File: config.mk
export PLATFORM = sky130hd
export DESIGN_NAME = mem_trace_buffer
export DESIGN_NICKNAME = d
export VERILOG_FILES = /design/src/rtl/mem_trace_buffer.sv
export SDC_FILE = /design/constraint.sdc
export NUM_CORES = 1
export LEC_CHECK = 0
export CORE_UTILIZATION = 38
export DETAILED_ROUTE_END_ITERATION = 16
export GPL_ROUTABILITY_DRIVEN = 0
export SYNTH_ARGS = -nofsm -noshare
export SYNTH_HDL_FRONTEND = slang
export SYNTH_SLANG_ARGS = --single-unit
File: constraint.sdc
create_clock -name clk_i -period 4.9 [get_ports clk_i]
set_clock_uncertainty 0.2 [all_clocks]
set_input_delay 0.98 -clock clk_i [delete_from_list [all_inputs] [get_ports clk_i]]
set_output_delay 0.98 -clock clk_i [all_outputs]
set_load 0.03 [all_outputs]
File: src/rtl/mem_trace_buffer.sv
// Multi-channel memory-access trace recorder: per-channel hold slots,
// round-robin arbitration into one FWFT FIFO. Optional timestamps: MEM_TRACE_TS_EN.
module mem_trace_buffer #(
    parameter int NUM_CH = 2,
    parameter int ADDR_W = 32,
    parameter int DEPTH  = 16,
    parameter int TS_W   = 16
) (
    input  logic                                      clk_i,
    input  logic                                      rst_i,
    input  logic                                      enable_i,
    input  logic [NUM_CH-1:0]                         ch_valid_i,
    input  logic [NUM_CH-1:0]                         ch_we_i,
    input  logic [NUM_CH*ADDR_W-1:0]                  ch_addr_i,
    output logic                                      out_valid_o,
    input  logic                                      out_ready_i,
    output logic [((NUM_CH > 1) ? $clog2(NUM_CH) : 1)-1:0] out_ch_o,
    output logic                                      out_we_o,
    output logic [ADDR_W-1:0]                         out_addr_o,
`ifdef MEM_TRACE_TS_EN
    output logic [TS_W-1:0]                           out_ts_o,
`endif
    output logic [$clog2(DEPTH):0]                    count_o,
    output logic                                      overflow_o,
    output logic [15:0]                               drop_cnt_o
);

    localparam int CH_W = (NUM_CH > 1) ? $clog2(NUM_CH) : 1;
    localparam int AW   = $clog2(DEPTH);

    if (NUM_CH < 1 || NUM_CH > 8 || DEPTH < 2 ||
        (DEPTH & (DEPTH - 1)) != 0 || TS_W < 1) begin : g_param_err
        $error("mem_trace_buffer: illegal parameters");
    end

    logic [NUM_CH-1:0] slot_full;
    logic [NUM_CH-1:0] grant;
    logic [NUM_CH-1:0] accept;
    logic [NUM_CH-1:0] drop;
    logic              slot_we   [NUM_CH];
    logic [ADDR_W-1:0] slot_addr [NUM_CH];

    logic [CH_W-1:0]   rr_ptr;
    logic [CH_W-1:0]   grant_idx;
    logic [CH_W:0]     scan;
    logic [CH_W-1:0]   scan_idx;
    logic              grant_any;

    logic              fifo_we   [DEPTH];
    logic [ADDR_W-1:0] fifo_addr [DEPTH];
    logic [CH_W-1:0]   fifo_ch   [DEPTH];
    logic [AW-1:0]     wr_ptr;
    logic [AW-1:0]     rd_ptr;
    logic              full;
    logic              pop;
    logic              can_grant;

    logic [3:0]        n_drop;
    logic [16:0]       drop_sum;

`ifdef MEM_TRACE_TS_EN
    logic [TS_W-1:0]   ts_cnt;
    logic [TS_W-1:0]   slot_ts [NUM_CH];
    logic [TS_W-1:0]   fifo_ts [DEPTH];
`endif

    assign out_valid_o = (count_o != '0);
    assign full        = (count_o == (AW+1)'(DEPTH));
    assign pop         = out_valid_o & out_ready_i;
    assign can_grant   = ~full | pop;

    // Round-robin pick of one full slot, scanning from rr_ptr upward.
    always_comb begin
        grant     = '0;
        grant_idx = rr_ptr;
        grant_any = 1'b0;
        scan      = '0;
        scan_idx  = '0;
        for (int i = 0; i < NUM_CH; i++) begin
            scan = {1'b0, rr_ptr} + (CH_W+1)'(i);
            if (scan >= (CH_W+1)'(NUM_CH)) begin
                scan = scan - (CH_W+1)'(NUM_CH);
            end
            scan_idx = scan[CH_W-1:0];
            if (!grant_any && can_grant && slot_full[scan_idx]) begin
                grant[scan_idx] = 1'b1;
                grant_idx       = scan_idx;
                grant_any       = 1'b1;
            end
        end
    end

    // Capture/drop decision per channel and the number of drops this cycle.
    always_comb begin
        accept = '0;
        drop   = '0;
        n_drop = '0;
        for (int c = 0; c < NUM_CH; c++) begin
            accept[c] = enable_i & ch_valid_i[c] & (~slot_full[c] | grant[c]);
            drop[c]   = enable_i & ch_valid_i[c] & slot_full[c] & ~grant[c];
            n_drop    = n_drop + 4'(drop[c]);
        end
        drop_sum = {1'b0, drop_cnt_o} + 17'(n_drop);
    end

    // Hold slots: a granted slot may be refilled at the same edge.
    always_ff @(posedge clk_i or negedge rst_i) begin
        if (!rst_i) begin
            slot_full <= '0;
            for (int c = 0; c < NUM_CH; c++) begin
                slot_we[c]   <= 1'b0;
                slot_addr[c] <= '0;
`ifdef MEM_TRACE_TS_EN
                slot_ts[c]   <= '0;
`endif
            end
        end else begin
            for (int c = 0; c < NUM_CH; c++) begin
                if (accept[c]) begin
                    slot_full[c] <= 1'b1;
                    slot_we[c]   <= ch_we_i[c];
                    slot_addr[c] <= ch_addr_i[c*ADDR_W +: ADDR_W];
`ifdef MEM_TRACE_TS_EN
                    slot_ts[c]   <= ts_cnt;
`endif
                end else if (grant[c]) begin
                    slot_full[c] <= 1'b0;
                end
            end
        end
    end

    // Arbiter pointer advances past the channel just granted.
    always_ff @(posedge clk_i or negedge rst_i) begin
        if (!rst_i) begin
            rr_ptr <= '0;
        end else if (grant_any) begin
            if (int'(grant_idx) == NUM_CH - 1) rr_ptr <= '0;
            else                               rr_ptr <= grant_idx + 1'b1;
        end
    end

    // FIFO storage; contents are don't-care until counted in.
    always_ff @(posedge clk_i) begin
        if (grant_any) begin
            fifo_we[wr_ptr]   <= slot_we[grant_idx];
            fifo_addr[wr_ptr] <= slot_addr[grant_idx];
            fifo_ch[wr_ptr]   <= grant_idx;
`ifdef MEM_TRACE_TS_EN
            fifo_ts[wr_ptr]   <= slot_ts[grant_idx];
`endif
        end
    end

    // FIFO pointers and occupancy.
    always_ff @(posedge clk_i or negedge rst_i) begin
        if (!rst_i) begin
            wr_ptr  <= '0;
            rd_ptr  <= '0;
            count_o <= '0;
        end else begin
            if (grant_any) wr_ptr <= wr_ptr + 1'b1;
            if (pop)       rd_ptr <= rd_ptr + 1'b1;
            if (grant_any && !pop)      count_o <= count_o + 1'b1;
            else if (!grant_any && pop) count_o <= count_o - 1'b1;
        end
    end

    // Sticky overflow flag and saturating drop counter.
    always_ff @(posedge clk_i or negedge rst_i) begin
        if (!rst_i) begin
            overflow_o <= 1'b0;
            drop_cnt_o <= '0;
        end else if (|drop) begin
            overflow_o <= 1'b1;
            drop_cnt_o <= drop_sum[16] ? 16'hFFFF : drop_sum[15:0];
        end
    end

`ifdef MEM_TRACE_TS_EN
    // Free-running timestamp, wraps naturally.
    always_ff @(posedge clk_i or negedge rst_i) begin
        if (!rst_i) ts_cnt <= '0;
        else        ts_cnt <= ts_cnt + 1'b1;
    end

    assign out_ts_o = out_valid_o ? fifo_ts[rd_ptr] : '0;
`endif

    assign out_ch_o   = out_valid_o ? fifo_ch[rd_ptr]   : '0;
    assign out_we_o   = out_valid_o ? fifo_we[rd_ptr]   : 1'b0;
    assign out_addr_o = out_valid_o ? fifo_addr[rd_ptr] : '0;

endmodule
==> out/metrics.yaml <==
finish:
  multi_input_area_um2: 6600
  diodes: 0
  syn_to_final_growth_pct: 18.6
  drive_gt1_frac: 0.292
  fin_nets: 1463
  layout.area.seq_um2: 18800
  finalInstanceArea_um2: 30600
  n_fill_cell: 5517
grt:
  grt.total_usage: 0.164
  grt_max_degree: 58
  grt_pass1_vias: 13149
  antenna_found_initial: 0
  grt-ovfl-total: 0
  grt_pass1_wl_um: 84000
logic_synthesis:
  synth_fp_nets: 1291
  netlist.area_leader.share: 0.634
  avgSynthCellArea_um2: 21.3
  ys_top_cells_by_area: "edfxtp_1 63%, mux4_2 12%, dfrtp_1 9.6%, mux2_4 5.2%, mux2i_1 2.6%"
  synth_top_area_cell: "edfxtp_1"
  synthDistinctLibCells: 47
  synth_ff_type: "edfxtp_1"
  synth_edf_count: 544
  async_flop_share: 0.154
  synth_warnings: 0
  synth_cells: 1207
  ys_seq_area_frac: 0.730
  synth_seq_cells: 643
  netlist_area_um2: 25800
sta:
  tightest_slew_ns: 1.02
  setup_viol: 0
  relSlewSlack: 0.320
  slew_viol_final: 0
  min_period_ns: 4.49
  holdWs_ns: 0.205
  hold_viol_final: 0
  rsz0062_at_grt: "false"
  fin_ws_ns: 0.410
  final.setup.tns_ns: 0
  min_period_over_period: 0.916
  fmax_mhz: 223
floorplan:
  dieHeight_um: 262
  die_x_um: 262
  io_pins: 129
  rows: 95
  start_util: 0.384
  core_um2: 67200
  die-area_um2: 68800
route:
  drt-total-wl_um: 55100
  wire_per_inst_um: 23.9
  ant_nets: 0
  via_per_inst: 5.28
  routed-wl-met2_um: 26600
  drc: 0
  top_layer: "met4"
  wl_met3_um: 2730
  drtPass1Iterations: 5
  wl_met1_um: 24800
  drt_iter0_markers: 958
  route.vias.total: 12179
power_and_ir_drop:
  p_sw_mw: 5.89
  p_int_mw: 13.0
  p_per_area_nw_per_um2: 619
  p_sw_frac: 0.311
  pwr-share-seq: 0.400
  pwr-share-clk: 0.271
  power_frac_comb: 0.329
  power.leakage_nw: 10.5
  peakVddDrop_v: 0.000282
cts:
  clockBufferDepth: 3
  cts_hold_buf: 0
  path_clk_slew_ns: 0.06
  cts_sinks: 643
  clock_latency_ns: 0.59
  cts_setup_buffers: 0
  cts_root_buf: "clkbuf_16"
  cts_made_buffers: 69
  cts_tree: "done"
  htreeDepth: 3
  cts-resized-gates: 0
setup_path:
  endpoint_kind: "output port"
  r2r_start: "count_o[0]$_DFFE_PN0P_"
  slowest_stage: "clkdlybuf4s50_1"
  critPathRequiredTime_ns: 3.72
  path_buf_inv: 2
  crit_chain: "buf_12, mux4_2, mux2i_1, o22ai_1, clkdlybuf4s50_1"
  cp-startpoint: "rd_ptr[0]$_DFFE_PN0N_"
  critPathKind: "reg2out"
  slowest_delay_ns: 0.62
  crit_family: "buffers and inverters"
  crit_path_start_kind: "flop"
  critPathMaxFanout: 39
  critPathArrivalTime_ns: 3.31
run:
  cap_violations: 0
status:
  status: "completed"
placed_design:
  portBuffers: 128
  placed_area_um2: 28300
  pre_cts_slack_ns: 0.732
  dp_hpwl_um: 31400
min_path:
  hp-class: "in2async"
==> synthesized netlist by cell type, types with 2 or more instances <==
cell,number
and4_1,5
mux4_2,136
buf_12,3
inv_1,5
o21ai_2,4
mux2i_1,68
buf_1,4
a21oi_1,6
and3_1,12
nor2b_1,4
nor3_1,2
clkbuf_1,30
dfrtp_1,99
nand2_1,28
nand2b_1,3
nand3_1,16
nand4_1,6
and2_1,5
fa_1,2
edfxtp_1,544
mux2_4,89
xor2_1,3
mux2_2,20
o22ai_1,34
xnor2_1,14
buf_6,8
a21o_1,2
nor2_1,7
ha_1,10
buf_2,15
o21ai_0,7
==> sequential cells by signal (all words and copies together) (netlist names) <==
signal / cells
fifo_we: 16
overflow_o: 1
slot_we: 2
slot_full: 2
fifo_addr: 512
rd_ptr: 4
drop_cnt_o: 16
rr_ptr: 1
slot_addr: 64
wr_ptr: 4
count_o: 5
fifo_ch: 16
==> cells by family (layout without fill, tap and decap cells) <==
| kind of cell | after synthesis | after routing | share of synthesized area |
|---|---|---|---|
| multiplexers | 313 | 313 | 0.206 |
| XOR/XNOR | 17 | 17 | 0.00578 |
| AO/OA/AOI/OAI | 61 | 61 | 0.0161 |
| adder cells (fa/ha/maj) | 12 | 12 | 0.00641 |
| AND/OR/NAND/NOR | 94 | 94 | 0.0208 |
| flip-flops | 643 | 643 | 0.730 |
| buffers and inverters | 67 | 292 | 0.0148 |
==> final timing paths <==
check | slack, ns | endpoint | cells past startpoint
max | 0.41 | out_addr_o[0] | 5
min | 0.21 | slot_addr[35]$_DFFE_PN0P_ | 1
max reg2reg | 1.50 | drop_cnt_o[9]$_DFFE_PN0P_ | 11
min reg2reg | 0.27 | overflow_o$_DFFE_PN0P_ | 1
max in group asynchronous | 3.32 | slot_addr[20]$_DFFE_PN0P_ | 2
min in group clk_i | 0.27 | overflow_o$_DFFE_PN0P_ | 1
==> layout make-up <==
cell class,count,share of cell area
multi-input cells,497,0.216
clock inverters,36,0.0105
clock buffers,88,0.0626
inverters,6,0.000737
repair buffers,162,0.0584
flip-flops and latches,643,0.616
well taps,873,0.0357
==> cells in the final DEF (no fill, tap or decap), types with 3 or more instances in the layout <==
cell type,count
clkbuf_8,3
and2_2,4
inv_1,5
mux2_4,89
and3_1,4
mux2_2,20
bufinv_16,6
and4_2,4
buf_12,20
nand2_1,27
clkbuf_1,12
clkbuf_16,73
nand4_1,6
o22ai_1,34
clkinv_1,12
ha_1,10
xor2_1,3
a21oi_1,6
mux2i_1,68
clkdlybuf4s50_1,127
buf_4,15
nand3_1,16
dfrtp_4,3
dfrtp_1,96
edfxtp_1,544
and3_2,8
o21ai_0,7
nor2b_1,3
o21ai_2,4
mux4_2,136
clkinv_2,17
xnor2_1,14
nor2_1,7
==> routing by layer <==
metal  GRT usage  up-vias
met1       0.227     6515
met4      0.0493        0
li1            -     5300
met3      0.0323       70
met2       0.264      294
met5           0        -
==> power groups by stage <==
stage	clock, mW	sequential, mW	combinational [mW]
after global routing	5.45	7.65	6.70
after detailed placement	0	7.69	6.38
after floorplan	0	7.52	4.27
final	5.12	7.57	6.24
after global placement	0	7.66	6.33
after CTS	5.24	7.58	6.40
==> stage by stage <==
step	cells	util	power, mW
after global routing	2305	0.455	19.8
after floorplan	1207	-	11.8
after global placement	2181	0.422	14.0
after CTS	2305	0.455	19.2
final	2305	0.455	18.9
after detailed placement	2181	0.422	14.1
==> worst register-to-register path, stage by stage (launching register included) <==
cell and delay [ns]:
dfrtp_1 0.47, nor4_4 0.41, and2_4 0.24, o21ai_2 0.07
nor2_1 0.16, fa_1 0.25, ha_1 0.20, and4_1 0.27
nand3_1 0.16, nor3_1 0.27, nand4_1 0.39, nand3_1 0.22
Power figures use the tool's default switching activity.
